--- config.mk ---
export PLATFORM = sky130hd
export DESIGN_NAME = watch_mode_ctrl
export DESIGN_NICKNAME = d
export VERILOG_FILES = /design/src/rtl/watch_mode_ctrl.sv
export SDC_FILE = /design/constraint.sdc
export NUM_CORES = 1
export LEC_CHECK = 0
export BUFFER_PORTS_ARGS = -buffer_cell sky130_fd_sc_hd__buf_2
export CORE_MARGIN = 1
export CORE_UTILIZATION = 52
export CTS_BUF_LIST = sky130_fd_sc_hd__clkbuf_4 sky130_fd_sc_hd__clkbuf_8 sky130_fd_sc_hd__clkbuf_16
export CTS_CLUSTER_DIAMETER = 50
export DETAILED_ROUTE_END_ITERATION = 10
export PLACE_DENSITY = 0.91
export SLEW_MARGIN = 20
export SYNTH_ARGS = -nofsm -noshare
export SYNTH_HDL_FRONTEND = slang
export SYNTH_SLANG_ARGS = --single-unit
--- constraint.sdc ---
create_clock -name clk -period 2.72 [get_ports clk]
set_clock_uncertainty 0.1 [all_clocks]
set_input_delay 0.68 -clock clk [delete_from_list [all_inputs] [get_ports clk]]
set_output_delay 0.68 -clock clk [all_outputs]
set_load 0.005 [all_outputs]
--- src/rtl/watch_mode_ctrl.sv ---
// watch_mode_ctrl: routes shared buttons and the display to the clock, stopwatch or cook timer,
// and lets a ringing cook timer take over until it is acknowledged, falls silent or times out.
module watch_mode_ctrl #(
  parameter int ALARM_TO = 1_000_000_000
) (
  input  logic       clk,
  input  logic       reset_p,
  input  logic [3:0] btn_pedge,
  input  logic       timer_alarm,
  input  logic [7:0] watch_hour,
  input  logic [7:0] watch_min,
  input  logic [7:0] sw_sec,
  input  logic [7:0] sw_csec,
  input  logic [7:0] tmr_min,
  input  logic [7:0] tmr_sec,
  output logic [2:0] watch_btn,
  output logic [2:0] sw_btn,
  output logic [2:0] tmr_btn,
  output logic [1:0] mode,
  output logic [2:0] mode_led,
  output logic [7:0] disp_hi,
  output logic [7:0] disp_lo,
  output logic       alarm_ack
);
  typedef enum logic [1:0] {S_WATCH, S_STOPWATCH, S_TIMER, S_ALARM} state_t;
  localparam logic [29:0] TO_LAST = 30'(ALARM_TO - 1);
  state_t state, state_n;
  logic [1:0] ret_mode, ret_n;
  logic [29:0] cnt, cnt_n;
  logic alarm_q, rise, ack_n;
  logic [2:0] fn, watch_n, sw_n, tmr_n;
  logic [7:0] hi_n, lo_n;
  assign rise = timer_alarm & ~alarm_q;
  assign fn = btn_pedge[3:1];
  assign mode = state;
  assign mode_led = state == S_ALARM ? 3'b111 : 3'b001 << state;
  always_comb begin
    state_n = state;
    ret_n = ret_mode;
    cnt_n = '0;
    ack_n = 1'b0;
    watch_n = '0;
    sw_n = '0;
    tmr_n = '0;
    hi_n = state == S_WATCH ? watch_hour : state == S_STOPWATCH ? sw_sec : tmr_min;
    lo_n = state == S_WATCH ? watch_min : state == S_STOPWATCH ? sw_csec : tmr_sec;
    if (state == S_ALARM) begin
      cnt_n = cnt + 30'd1;
      // a button and the timeout together still give a single acknowledge
      if (|btn_pedge || cnt == TO_LAST) begin
        ack_n = 1'b1;
        state_n = state_t'(ret_mode);
      end else if (!timer_alarm) state_n = state_t'(ret_mode);
      if (state_n != S_ALARM) cnt_n = '0;
    end else if (rise) begin
      ret_n = state;
      state_n = S_ALARM;
    end else if (btn_pedge[0]) state_n = state == S_TIMER ? S_WATCH : state_t'(state + 2'd1);
    else begin
      watch_n = state == S_WATCH ? fn : 3'd0;
      sw_n = state == S_STOPWATCH ? fn : 3'd0;
      tmr_n = state == S_TIMER ? fn : 3'd0;
    end
  end
  always_ff @(posedge clk or posedge reset_p) begin
    if (reset_p) begin
      state <= S_WATCH;
      ret_mode <= '0;
      cnt <= '0;
      alarm_q <= 1'b0;
      alarm_ack <= 1'b0;
      watch_btn <= '0;
      sw_btn <= '0;
      tmr_btn <= '0;
      disp_hi <= '0;
      disp_lo <= '0;
    end else begin
      state <= state_n;
      ret_mode <= ret_n;
      cnt <= cnt_n;
      alarm_q <= timer_alarm;
      alarm_ack <= ack_n;
      watch_btn <= watch_n;
      sw_btn <= sw_n;
      tmr_btn <= tmr_n;
      disp_hi <= hi_n;
      disp_lo <= lo_n;
    end
  end
endmodule

==> impl_metrics.tcl <==
set metrics [dict create \
    outcome "finished clean" \
    numClockSinks 61 \
    critical_path.max_fanout 10 \
    post_synth_main_area_contributors "dfrtp_1 (51%), mux2i_1 (6.7%), xnor2_1 (5.3%)" \
    share_of_synthesized_registers_carrying_an_async_set_or_reset_pct 100.0 \
    maximum_number_of_pins_on_one_net_before_global_route_repair 36 \
    crit_path_start_kind "flip-flop" \
    synthToLayoutAreaGrowth_pct 23.58 \
    synth.net_count 341 \
    critPathTopFamily "flip-flops" \
    io-pin-count 86 \
    num_vias 2365 \
    drc_errors 0 \
    antenna_violating_nets_post_route 0 \
    ctsResizeCount 0 \
    fillers 381 \
    finalCritPeriodShare_pct 87.77 \
    rr_worst_depth 6 \
    fin_util_pct 66.58 \
    ant_diodes 0 \
    final.setup.tns_ps 0 \
    ctsRootBufferMaster "clkbuf_8" \
    final_common_cell "buf_2" \
    wire_per_inst_um 14.65 \
    layout-drive-gt1-share_pct 32.71 \
    maxSlewViolCount 0 \
    post_synth_design_cell_area_mm2 0.002967 \
    postSynthCellCount 281 \
    avgSynthCellArea_um2 10.56 \
    kind_of_critical_path "reg -> out" \
    tritoncts_clock_tree "built" \
    final-hold-violation-count 0 \
    floorplan.initialDensity_pct 53.87 \
    path_buf_inv 1 \
    floorplan.rows 27 \
    grt_antenna_before_repair 0 \
    detail_route.first_pass.iterations 4 \
    viasPerCell 5.315 \
    cts-root-to-sink-buffers 2 \
    cp-end-kind "output port" \
    clkSlewWorstSetupHoldPaths_ps 70 \
    synth_seq_cells 61 \
    timing.max_cap.violations 0 \
    ys.warnings.count 0 \
    max_stage_delay_ps 470 \
    die_area_mm2 0.006011 \
    final_routed_wirelength_um 6521 \
    peakVddDrop_mv 0.7018 \
    cp_num_cells 3 \
    synth-main-ff-cell "dfrtp_1" \
    post-cts-setup-buffer-count 0 \
    globalplace.congestion 0.8355 \
    worst_hold_path_type "in -> async" \
    total_cts_buffers 9 \
    hpwlAfterDp_um 4680 \
    grt_setup_unrepaired "no" \
    part_of_the_yosys_area_used_for_sequential_elements_pct 51.46 \
    cts_hold_bufs 0 \
    htree_levels 3 \
    die_width_um 77.53 \
    worst_max_slew_margin_expressed_relative_to_the_limit_pct 53.30 \
    core_region_area_mm2 0.005507 \
    grt_pass1_vias 2436 \
    pwr_density_cell_mw_per_mm2 789.6 \
    post_synthesis_cell_type_with_the_largest_combined_area "dfrtp_1" \
    setup_violations 0 \
    global_route.overflow_total 0 \
    drt_iter0_markers 123 \
    top_achievable_clock_speed_mhz 418.9 \
    ys_types 38 \
    data_arrival_critical_path_ps 1610 \
    number_of_enable_type_register_cells_in_the_synthesized_netlist 0 \
    yosysTopAreaCellShare_pct 51.46 \
    io_buffer_count 85 \
    grt.total_usage_pct 24.58 \
    worst-slew-pin-transition_ps 695.2 \
    die-height_um 77.53 \
    cp_cell_sequence "ha_1, or2_2, buf_2" \
    final_nets 429 \
    period_minus_slack_ps 2387 \
    worstPathRequired_ps 1940 \
    total_leakage_power_nw 1.720 \
    layout.cells.most_common_list "buf_2 (85), dfrtp_1 (61), nor2_1 (36), nand2_1 (24), mux2i_1 (20)" \
    wire_length_of_the_first_global_routing_pass_um 11230 \
    insertion_delay_ps 330 \
    slowest_stage "dfrtp_1" \
]
-- registers in the layout (all words and copies together) (netlist names) --
name	flops
sw_btn	3
alarm_q	1
disp_lo	8
mode	2
watch_btn	3
alarm_ack	1
cnt	30
tmr_btn	3
ret_mode	2
disp_hi	8
-- per-layer routing --
layer	share of wire, %	vias up	GRT usage [%]
met3	6.1	16	5.059
met4	2.7	0	15.09
met5	0	-	0
li1	-	1135	-
met1	40	1129	28.96
met2	51	85	41.15
-- cells by family after synthesis --
kind of cell	synth area share, %
AO/OA/AOI/OAI	3.754
XOR/XNOR	8.266
flip-flops	51.45
buffers and inverters	3.290
AND/OR/NAND/NOR	23.11
adder cells (fa/ha/maj)	2.109
multiplexers	8.013
-- report_power, final --
group          total, mW  internal (mW)  switching, mW  leakage (nW)
clock              0.874          0.544          0.329         0.109
sequential          1.18           1.08         0.0924         0.804
combinational      0.844          0.381          0.463         0.808
total               2.89           2.01          0.885          1.72
-- cell usage after synthesis, types with 3 or more instances --
master / number
nand3_1: 11
nor2b_1: 4
and4_1: 3
ha_1: 5
o21ai_0: 16
mux2i_1: 20
nor2_1: 36
dfrtp_1: 61
nand4_1: 9
and3_1: 10
inv_1: 9
xnor2_1: 18
nand2_1: 24
nor3_1: 6
buf_2: 3
nor3_2: 4
xor2_1: 10
clkbuf_1: 5
-- path summary, 6_finish.rpt --
| check | startpoint | endpoint | slack, ps |
|---|---|---|---|
| max | mode[0]$_DFFE_PP0P_ | mode_led[2] | 330 |
| min reg2reg | cnt[0]$_DFF_PP0_ | cnt[0]$_DFF_PP0_ | 440 |
| min in group clk | timer_alarm | alarm_q$_DFF_PP0_ | 380 |
| max in group asynchronous | reset_p | cnt[9]$_DFF_PP0_ | 1620 |
| max reg2reg | cnt[0]$_DFF_PP0_ | cnt[25]$_DFF_PP0_ | 450 |
| min | reset_p | disp_hi[5]$_DFF_PP0_ | 260 |
-- area by class of cell --
class | instances | area, um2 | area share [%]
clock inverters | 4 | 72.57 | 1.980
multi-input cells | 199 | 1343 | 36.62
well taps | 72 | 90.09 | 2.457
clock buffers | 11 | 145.1 | 3.959
repair buffers | 89 | 455.4 | 12.42
flip-flops and latches | 61 | 1526 | 41.64
inverters | 9 | 33.78 | 0.9215
-- per-stage QoR --
step / total power, mW / area [um2] / setup WS, ps / instances / hold slack [ps]
after floorplan: 1.689 / 2967 / 427.0 / 281 / 391.3
after global placement: 2.000 / 3448 / 490.5 / 430 / 420.0
after detailed placement: 2.036 / 3448 / 421.8 / 430 / 431.2
after CTS: 2.919 / 3666 / 313.6 / 445 / 258.5
after global routing: 3.068 / 3666 / 255.3 / 445 / 288.8
final: 2.895 / 3666 / 332.6 / 445 / 257.2
(Power assumes the default switching activity.)
